==> src/rtl/biriscv_defs.sv <==
// Shared definitions for the fetch queue: instruction/PC widths and the
// packed layout of one queue entry.
package biriscv_defs;

  localparam int unsigned INST_W  = 32;
  localparam int unsigned PC_W    = 32;
  localparam int unsigned PC_STEP = 4;

  // Packed entry layout, MSB first: instr, pc, pred, fault_fetch, fault_page
  typedef struct packed {
    logic [INST_W-1:0] instr;
    logic [PC_W-1:0]   pc;
    logic              pred;
    logic              fault_fetch;
    logic              fault_page;
  } fq_entry_t;

endpackage

==> src/rtl/biriscv_fetch_queue_if.sv <==
// Fetch-side and decode-side signals of the fetch queue.
interface biriscv_fetch_queue_if #(
  parameter int unsigned FETCH_LANES = 2,
  parameter int unsigned OUT_LANES   = 2,
  parameter int unsigned DEPTH_W     = 3
) ();

  logic                      flush_i;
  logic                      in_valid_i;
  logic [32*FETCH_LANES-1:0] in_instr_i;
  logic [31:0]               in_pc_i;
  logic [FETCH_LANES-1:0]    in_mask_i;
  logic [FETCH_LANES-1:0]    in_pred_branch_i;
  logic                      in_fault_fetch_i;
  logic                      in_fault_page_i;
  logic                      in_accept_o;
  logic [OUT_LANES-1:0]      out_valid_o;
  logic [32*OUT_LANES-1:0]   out_instr_o;
  logic [32*OUT_LANES-1:0]   out_pc_o;
  logic [OUT_LANES-1:0]      out_pred_branch_o;
  logic [OUT_LANES-1:0]      out_fault_fetch_o;
  logic [OUT_LANES-1:0]      out_fault_page_o;
  logic [OUT_LANES-1:0]      out_accept_i;
  logic [DEPTH_W:0]          level_o;

  modport master (
    output flush_i, in_valid_i, in_instr_i, in_pc_i, in_mask_i,
           in_pred_branch_i, in_fault_fetch_i, in_fault_page_i, out_accept_i,
    input  in_accept_o, out_valid_o, out_instr_o, out_pc_o,
           out_pred_branch_o, out_fault_fetch_o, out_fault_page_o, level_o
  );

  modport slave (
    input  flush_i, in_valid_i, in_instr_i, in_pc_i, in_mask_i,
           in_pred_branch_i, in_fault_fetch_i, in_fault_page_i, out_accept_i,
    output in_accept_o, out_valid_o, out_instr_o, out_pc_o,
           out_pred_branch_o, out_fault_fetch_o, out_fault_page_o, level_o
  );

endinterface

==> src/rtl/biriscv_fq_lane_count.sv <==
// Lane arithmetic for the fetch queue: push popcount, per-lane compaction
// offsets and the in-order pop count.
module biriscv_fq_lane_count #(
  parameter int unsigned FETCH_LANES = 2,
  parameter int unsigned OUT_LANES   = 2,
  parameter int unsigned CNT_W       = 4
) (
  input  logic [FETCH_LANES-1:0]       mask_i,
  input  logic [OUT_LANES-1:0]         take_i,
  output logic [CNT_W-1:0]             push_cnt_o,
  output logic [FETCH_LANES*CNT_W-1:0] offset_o,
  output logic [CNT_W-1:0]             pop_cnt_o
);

  logic [CNT_W-1:0] acc;
  logic             run;

  always_comb begin
    acc      = '0;
    offset_o = '0;
    for (int unsigned k = 0; k < FETCH_LANES; k++) begin
      offset_o[k*CNT_W +: CNT_W] = acc;
      if (mask_i[k]) acc = acc + CNT_W'(1);
    end
    push_cnt_o = acc;
  end

  // Stops at the first lane not taken so issue stays in order
  always_comb begin
    run       = 1'b1;
    pop_cnt_o = '0;
    for (int unsigned k = 0; k < OUT_LANES; k++) begin
      run = run & take_i[k];
      if (run) pop_cnt_o = pop_cnt_o + CNT_W'(1);
    end
  end

endmodule

==> src/rtl/biriscv_fetch_queue.sv <==
// Instruction queue between fetch and the dual-issue decoder: compacts masked
// fetch bundles into a circular buffer and presents the oldest entries.
module biriscv_fetch_queue
  import biriscv_defs::*;
#(
  parameter int unsigned FETCH_LANES = 2,
  parameter int unsigned OUT_LANES   = 2,
  parameter int unsigned DEPTH       = 8,
  parameter int unsigned DEPTH_W     = 3
) (
  input logic                 clk,
  input logic                 rst,
  biriscv_fetch_queue_if.slave bus
);

  localparam int unsigned CNT_W = DEPTH_W + 1;

  logic [CNT_W-1:0]             count_q, count_d;
  logic [DEPTH_W-1:0]           rd_ptr_q, rd_ptr_d;
  logic [DEPTH_W-1:0]           wr_ptr_q, wr_ptr_d;
  fq_entry_t                    mem_q [DEPTH];

  logic                         accept;
  logic                         push_en;
  logic                         fault;
  logic [CNT_W-1:0]             free_slots;
  logic [CNT_W-1:0]             mask_cnt;
  logic [CNT_W-1:0]             pushed;
  logic [CNT_W-1:0]             popped;
  logic [FETCH_LANES*CNT_W-1:0] offsets;
  logic [OUT_LANES-1:0]         out_valid;

  fq_entry_t                    lane_ent  [FETCH_LANES];
  logic                         lane_we   [FETCH_LANES];
  logic [DEPTH_W-1:0]           lane_addr [FETCH_LANES];
  fq_entry_t                    out_ent   [OUT_LANES];

  biriscv_fq_lane_count #(
    .FETCH_LANES (FETCH_LANES),
    .OUT_LANES   (OUT_LANES),
    .CNT_W       (CNT_W)
  ) u_lane_count (
    .mask_i     (bus.in_mask_i),
    .take_i     (bus.out_accept_i & out_valid),
    .push_cnt_o (mask_cnt),
    .offset_o   (offsets),
    .pop_cnt_o  (popped)
  );

  // Space check uses start-of-cycle occupancy; same-cycle pops are not credited
  assign free_slots = CNT_W'(DEPTH) - count_q;
  assign accept     = !rst && !bus.flush_i && (free_slots >= CNT_W'(FETCH_LANES));
  assign push_en    = bus.in_valid_i && accept;
  assign fault      = bus.in_fault_fetch_i || bus.in_fault_page_i;

  always_comb begin
    pushed = '0;
    if (push_en) pushed = fault ? CNT_W'(1) : mask_cnt;
  end

  always_comb begin
    for (int unsigned k = 0; k < OUT_LANES; k++)
      out_valid[k] = (count_q > CNT_W'(k));
  end

  // A fault bundle reuses lane 0's write port to store its single entry
  always_comb begin
    for (int unsigned k = 0; k < FETCH_LANES; k++) begin
      lane_ent[k].instr       = bus.in_instr_i[32*k +: 32];
      lane_ent[k].pc          = bus.in_pc_i + PC_W'(PC_STEP * k);
      lane_ent[k].pred        = bus.in_pred_branch_i[k];
      lane_ent[k].fault_fetch = 1'b0;
      lane_ent[k].fault_page  = 1'b0;
      lane_we[k]              = push_en && !fault && bus.in_mask_i[k];
      lane_addr[k]            = wr_ptr_q + DEPTH_W'(offsets[k*CNT_W +: CNT_W]);
    end
    if (fault) begin
      lane_ent[0].instr       = '0;
      lane_ent[0].pc          = bus.in_pc_i;
      lane_ent[0].pred        = 1'b0;
      lane_ent[0].fault_fetch = bus.in_fault_fetch_i;
      lane_ent[0].fault_page  = bus.in_fault_page_i;
      lane_we[0]              = push_en;
      lane_addr[0]            = wr_ptr_q;
    end
  end

  always_comb begin
    count_d  = count_q + pushed - popped;
    rd_ptr_d = rd_ptr_q + DEPTH_W'(popped);
    wr_ptr_d = wr_ptr_q + DEPTH_W'(pushed);
    if (bus.flush_i) begin
      count_d  = '0;
      rd_ptr_d = '0;
      wr_ptr_d = '0;
    end
  end

  always_ff @(posedge clk or posedge rst) begin
    if (rst) begin
      count_q  <= '0;
      rd_ptr_q <= '0;
      wr_ptr_q <= '0;
    end else begin
      count_q  <= count_d;
      rd_ptr_q <= rd_ptr_d;
      wr_ptr_q <= wr_ptr_d;
    end
  end

  always_ff @(posedge clk or posedge rst) begin
    if (rst) begin
      for (int unsigned i = 0; i < DEPTH; i++) mem_q[i] <= '0;
    end else begin
      for (int unsigned k = 0; k < FETCH_LANES; k++)
        if (lane_we[k]) mem_q[lane_addr[k]] <= lane_ent[k];
    end
  end

  always_comb begin
    for (int unsigned k = 0; k < OUT_LANES; k++) begin
      out_ent[k]                    = mem_q[rd_ptr_q + DEPTH_W'(k)];
      bus.out_instr_o[32*k +: 32]   = out_ent[k].instr;
      bus.out_pc_o[32*k +: 32]      = out_ent[k].pc;
      bus.out_pred_branch_o[k]      = out_ent[k].pred;
      bus.out_fault_fetch_o[k]      = out_ent[k].fault_fetch;
      bus.out_fault_page_o[k]       = out_ent[k].fault_page;
    end
  end

  assign bus.out_valid_o = out_valid;
  assign bus.in_accept_o = accept;
  assign bus.level_o     = count_q;

endmodule

==> src/flat_wrapper.sv <==
// flat-port wrapper written by rule: the top's interface ports become plain ports
module biriscv_fetch_queue_flat import biriscv_defs::*;
#(
  parameter int unsigned FETCH_LANES = 2,
  parameter int unsigned OUT_LANES   = 2,
  parameter int unsigned DEPTH       = 8,
  parameter int unsigned DEPTH_W     = 3
)
  (clk, rst, bus_flush_i, bus_in_valid_i, bus_in_instr_i, bus_in_pc_i, bus_in_mask_i, bus_in_pred_branch_i, bus_in_fault_fetch_i, bus_in_fault_page_i, bus_out_accept_i, bus_in_accept_o, bus_out_valid_o, bus_out_instr_o, bus_out_pc_o, bus_out_pred_branch_o, bus_out_fault_fetch_o, bus_out_fault_page_o, bus_level_o);
  biriscv_fetch_queue_if #(.FETCH_LANES(FETCH_LANES), .OUT_LANES(OUT_LANES), .DEPTH_W(DEPTH_W)) bus_i ();
  input logic clk;
  input logic rst;
  input wire logic [$bits(bus_i.flush_i)-1:0] bus_flush_i;
  input wire logic [$bits(bus_i.in_valid_i)-1:0] bus_in_valid_i;
  input wire logic [$bits(bus_i.in_instr_i)-1:0] bus_in_instr_i;
  input wire logic [$bits(bus_i.in_pc_i)-1:0] bus_in_pc_i;
  input wire logic [$bits(bus_i.in_mask_i)-1:0] bus_in_mask_i;
  input wire logic [$bits(bus_i.in_pred_branch_i)-1:0] bus_in_pred_branch_i;
  input wire logic [$bits(bus_i.in_fault_fetch_i)-1:0] bus_in_fault_fetch_i;
  input wire logic [$bits(bus_i.in_fault_page_i)-1:0] bus_in_fault_page_i;
  input wire logic [$bits(bus_i.out_accept_i)-1:0] bus_out_accept_i;
  output wire logic [$bits(bus_i.in_accept_o)-1:0] bus_in_accept_o;
  output wire logic [$bits(bus_i.out_valid_o)-1:0] bus_out_valid_o;
  output wire logic [$bits(bus_i.out_instr_o)-1:0] bus_out_instr_o;
  output wire logic [$bits(bus_i.out_pc_o)-1:0] bus_out_pc_o;
  output wire logic [$bits(bus_i.out_pred_branch_o)-1:0] bus_out_pred_branch_o;
  output wire logic [$bits(bus_i.out_fault_fetch_o)-1:0] bus_out_fault_fetch_o;
  output wire logic [$bits(bus_i.out_fault_page_o)-1:0] bus_out_fault_page_o;
  output wire logic [$bits(bus_i.level_o)-1:0] bus_level_o;
  assign bus_i.flush_i = bus_flush_i;
  assign bus_i.in_valid_i = bus_in_valid_i;
  assign bus_i.in_instr_i = bus_in_instr_i;
  assign bus_i.in_pc_i = bus_in_pc_i;
  assign bus_i.in_mask_i = bus_in_mask_i;
  assign bus_i.in_pred_branch_i = bus_in_pred_branch_i;
  assign bus_i.in_fault_fetch_i = bus_in_fault_fetch_i;
  assign bus_i.in_fault_page_i = bus_in_fault_page_i;
  assign bus_i.out_accept_i = bus_out_accept_i;
  assign bus_in_accept_o = bus_i.in_accept_o;
  assign bus_out_valid_o = bus_i.out_valid_o;
  assign bus_out_instr_o = bus_i.out_instr_o;
  assign bus_out_pc_o = bus_i.out_pc_o;
  assign bus_out_pred_branch_o = bus_i.out_pred_branch_o;
  assign bus_out_fault_fetch_o = bus_i.out_fault_fetch_o;
  assign bus_out_fault_page_o = bus_i.out_fault_page_o;
  assign bus_level_o = bus_i.level_o;
  biriscv_fetch_queue #(.FETCH_LANES(FETCH_LANES), .OUT_LANES(OUT_LANES), .DEPTH(DEPTH), .DEPTH_W(DEPTH_W)) u_core (.clk(clk), .rst(rst), .bus(bus_i));
endmodule
==> config.mk <==
export PLATFORM = sky130hd
export DESIGN_NAME = biriscv_fetch_queue_flat
export DESIGN_NICKNAME = d
export VERILOG_FILES = /design/src/rtl/biriscv_defs.sv /design/src/rtl/biriscv_fetch_queue_if.sv /design/src/rtl/biriscv_fq_lane_count.sv /design/src/rtl/biriscv_fetch_queue.sv /design/src/flat_wrapper.sv
export SDC_FILE = /design/constraint.sdc
export NUM_CORES = 2
export LEC_CHECK = 0
export CELL_PAD_IN_SITES_DETAIL_PLACEMENT = 0
export CELL_PAD_IN_SITES_GLOBAL_PLACEMENT = 2
export CORE_MARGIN = 1.5
export CORE_UTILIZATION = 42
export DETAILED_ROUTE_END_ITERATION = 10
export GPL_TIMING_DRIVEN = 1
export HOLD_SLACK_MARGIN = 0.1
export PLACE_DENSITY_LB_ADDON = 0.1
export SYNTH_ARGS = -nofsm -noshare
export SYNTH_HDL_FRONTEND = slang
export SYNTH_HIERARCHICAL = 1
export SYNTH_SLANG_ARGS = --single-unit
==> constraint.sdc <==
create_clock -name clk -period 27.8 [get_ports clk]
set_input_delay 5.56 -clock clk [delete_from_list [all_inputs] [get_ports clk]]
set_output_delay 5.56 -clock clk [all_outputs]
set_load 0.01 [all_outputs]
# Word-level counts from Yosys, hierarchy flattened
# Cells that the tools add are included.
# word_totals
register_bits	546
wordCells	105
# op_classes
add_sub_neg	10
magnitude_cmp	9
mux	25
bitwise_logic	6
n_reduce_logical	12
# op_table
operator	n
536-bit bitwise mux	2
536-bit 2-to-1 mux	2
67-bit 2-to-1 mux	7
67-bit binary-select mux with 3-bit select	2
67-bit demux with 3-bit select	2
32-bit by 3-bit adder with 32-bit output (second input constant)	1
4-bit 2-to-1 mux	5
4-bit >= comparator (second input constant)	4
3-bit inverter with 4-bit output	4
4-bit by 1-bit greater-than comparator with 1-bit output (second input constant)	2
1-bit logical AND	8
4-bit by 1-bit less-than comparator with 1-bit output (second input constant)	2
3-bit adder	2
3-bit 2-to-1 mux	2
4-bit by 1-bit adder with 4-bit output (second input constant)	1
4-bit adder	1
4-bit by 2-bit >= comparator with 1-bit output (second input constant)	1
4-bit subtractor	1
4-bit subtractor (first input constant)	1
3-bit by 1-bit adder with 3-bit output	1
3-bit by 1-bit adder with 3-bit output (second input constant)	1
1-bit zero test	3
1-bit 2-to-1 mux	3
1-bit by 1-bit adder with 2-bit output (second input constant)	1
other kinds (3)	3

# Longest topological paths before layout
# logic_depth
ltp_word	10
depth_mapped	15
depth_no_buf	14

# By module
# The synthesis kept the hierarchy.
# by_module_without_submodules
module	instances	cells_each	area_per_inst_um2	seq_area_each_um2
biriscv_fetch_queue	1	3521	34785.9	13663.1
biriscv_fq_lane_count	1	16	122.6	0.0

# Worst setup path before layout
# OpenSTA, ideal clock, no wires.
# synth_path
kind	input to output
from	input bus_flush_i
to	output bus_in_accept_o
t_arrival_ps	6066
t_required_ps	22240
path_slack_ps	16174
stages	2
path_cell_list	clkbuf_1 nor3_1
# synth_via
elab_chain_cells	3
# synth_lines
item	line	rtl
start, declared	flat_wrapper.sv:13	input wire logic [$bits(bus_i.flush_i)-1:0] bus_flush_i;
1-bit zero test	biriscv_fetch_queue.sv:52	assign accept = !rst && !bus.flush_i && (free_slots >= CNT_W'(FETCH_LANES));
1-bit logical AND (2 in series)	biriscv_fetch_queue.sv:52	
end, declared	flat_wrapper.sv:22	output wire logic [$bits(bus_i.in_accept_o)-1:0] bus_in_accept_o;
# Every way passes these cells.

# Worst setup path in the final report
# Ends and elaborated chain as after synthesis.

==> results.md <==
- Unrepaired setup endpoints after global routing: false
- Worst-path clk slew: 0.05 ns
- Reg2Reg Depth: 9
- Sink Count: 546
- Worst r2r src: u_core/bus.level_o[1]$_DFF_PP0_
- Final worst path period share: 46.5%
- Pin count of the biggest net entering global routing: 137
- FF-to-FF setup slack: 23.64 ns
- FMAX: 77.4 MHz
- WHS Endpoint: u_core/mem_q[137]$_DFF_PP0_
- Final design utilization: 48.9%
- CP Capture Type: output pin
- Mapped Cells: 3535
- Setup violations, final: 0
- Router iterations before antenna repair: 6
- Most frequent cells in the layout: dfrtp_1 (543), nand2_1 (516), nand3_1 (319)
- Io pins: 249
- Share of cells above drive strength 1: 17.7%
- Clock Tree Buf Depth: 3
- CP dominant cell by count: clkdlybuf4s50_1
- Cts bufs inserted: 70
- Smallest hold slack: 0.526 ns
- Max incr delay on CP: 0.81 ns
- Remaining DRCs: 0
- Worst slew margin: 19.7%
- Slew Limit Fails: 0
- Crit path max fanout: 13
- Root buffer cell: clkbuf_16
- H-tree depth: 3
- Crit-path cells: clkdlybuf4s50_1 -> nor3_1 -> clkdlybuf4s50_1
- Final GP Congestion: 0.842
- FF+latch area: 0.0137 mm2
- WL final: 133000 um
- Pwr dens: 96.2 mW/mm2
- # rows: 105
- Mapped Area: 0.0349 mm2
- Worst hold stages: 1
- Cts repair resizes: 0
- Chip width: 291 um
- Layout area overhead: 15.0%
- WL/cell: 28.5 um
- Multi-input gate area: 0.0196 mm2
- Peak VDD IR: 0.0891 mV
- Actual slew at the worst max-slew pin: 1.20 ns
- Core footprint: 0.0821 mm2
- LEAKAGE: 16.8 nW
- ANT nets after route: 0
- Buf/Inv on CP: 2
- Placed Instances: 4560
- Number of global-route vias before repair: 30100
- Die ar.: 0.0848 mm2
- Buffers on Ports: 248
- CTS tree: yes
- Via Count: 29600
- CP Data Arrival Time: 7.37 ns
- Dpl hpwl: 77300 um
- Setup Skew: 0.0308 ns
- WS Path Type: in2out
- Synth warn: 6
- Vias per cell: 6.32
- Startpoint class of the critical path: input port
- Clk_lat worst skew: 0.62 ns
- Setup TNS Final: 0 ns
- Fillers: 7402
- Top Family by Delay on Critical Path: buffers and inverters
- GRT Total Usage: 31.4%
- First-pass GRT wire length: 200000 um
- Worst Hold Class: reg2reg
- Outcome: finished, final reports clean
- Slowest-stage cell, CP: clkdlybuf4s50_1
- Global route overflow: 0
- Hold Fails Final Rpt: 0
- Avg Cell Area, Syn: 9.87 um2
- Layout Cells excl Fill: 4688
- DRT iter0 DRCs: 2505
- Commonest non-fill, non-tap cell in the layout: dfrtp_1
- Number of antenna violations at the first check in global routing: 6
- Post-CTS Setup Inserts: 0
- Critical Path RT: 22.24 ns
- Hold buffers post-CTS: 0
- Starting density of the core: 42.5%
- Hold path startpoint: u_core/mem_q[137]$_DFF_PP0_
- Crit path time final: 12.93 ns
- Max_cap viols: 0
- Critical R2R Capture: u_core/mem_q[430]$_DFF_PP0_
- Die Span Y: 291 um
- Nets@finish: 3691
[worst register-to-register path, delay by kind of cell, from the launching register on]
family          cells  cell delay (ns)
compound gates      3             1.28
buf+inv             2             0.86
flops               1             0.42
simple gates        3             1.23
fa+ha+maj           1             0.26
[per-layer routing]
layer	routed length [um]	vias up	global-route usage (%)	part of all wire, %
li1	-	12800	-	-
met1	54400	15200	41.5	41
met2	64400	1321	51.6	48
met3	9730	267	5.47	7.3
met4	4880	4	11.8	3.7
met5	31	-	0	0.023
[metrics by stage]
stage          instance area [um2]  total power [W]  setup WS, ns
5_1_grt                      40100          0.00405         14.79
3_5_place_dp                 37800          0.00292         14.91
6_report                     40100          0.00386         14.87
3_3_place_gp                 37800          0.00288         14.86
4_1_cts                      40100          0.00389         14.88
2_1_floorplan                34900          0.00227          6.98
[registers in the layout, summed over array words and instances (netlist names)]
register / cells
u_core/rd_ptr_q: 3
u_core/bus.level_o: 4
u_core/wr_ptr_q: 3
u_core/mem_q: 536
[power breakdown]
part | internal (W) | switching [W] | leakage [nW]
Clock | 0.000582 | 0.000372 | 1.16
Combinational | 0.000913 | 0.000783 | 8.36
Sequential | 0.00101 | 0.000199 | 7.28
[worst max-delay path by stage]
stage	startpoint	end	slack [ns]	cells after the start
CTS	bus_flush_i	bus_in_accept_o	14.88	3
finish	bus_flush_i	bus_in_accept_o	14.87	3
global route	bus_flush_i	bus_in_accept_o	14.79	3
detailed placement	bus_flush_i	bus_in_accept_o	14.91	3
global placement	bus_flush_i	bus_in_accept_o	14.86	3
floorplan	rst	u_core/bus.level_o[0]$_DFF_PP0_	6.98	1
[layout make-up]
cell class / count / area share [%]
multi-input cells: 2592 / 48.9
flip-flops and latches: 546 / 34.1
repair buffers: 316 / 7.49
clock buffers: 103 / 5.10
well taps: 1070 / 3.34
clock inverters: 20 / 0.757
inverters: 36 / 0.355
diodes: 5 / 0.0312
Power figures use the tool's default switching activity.
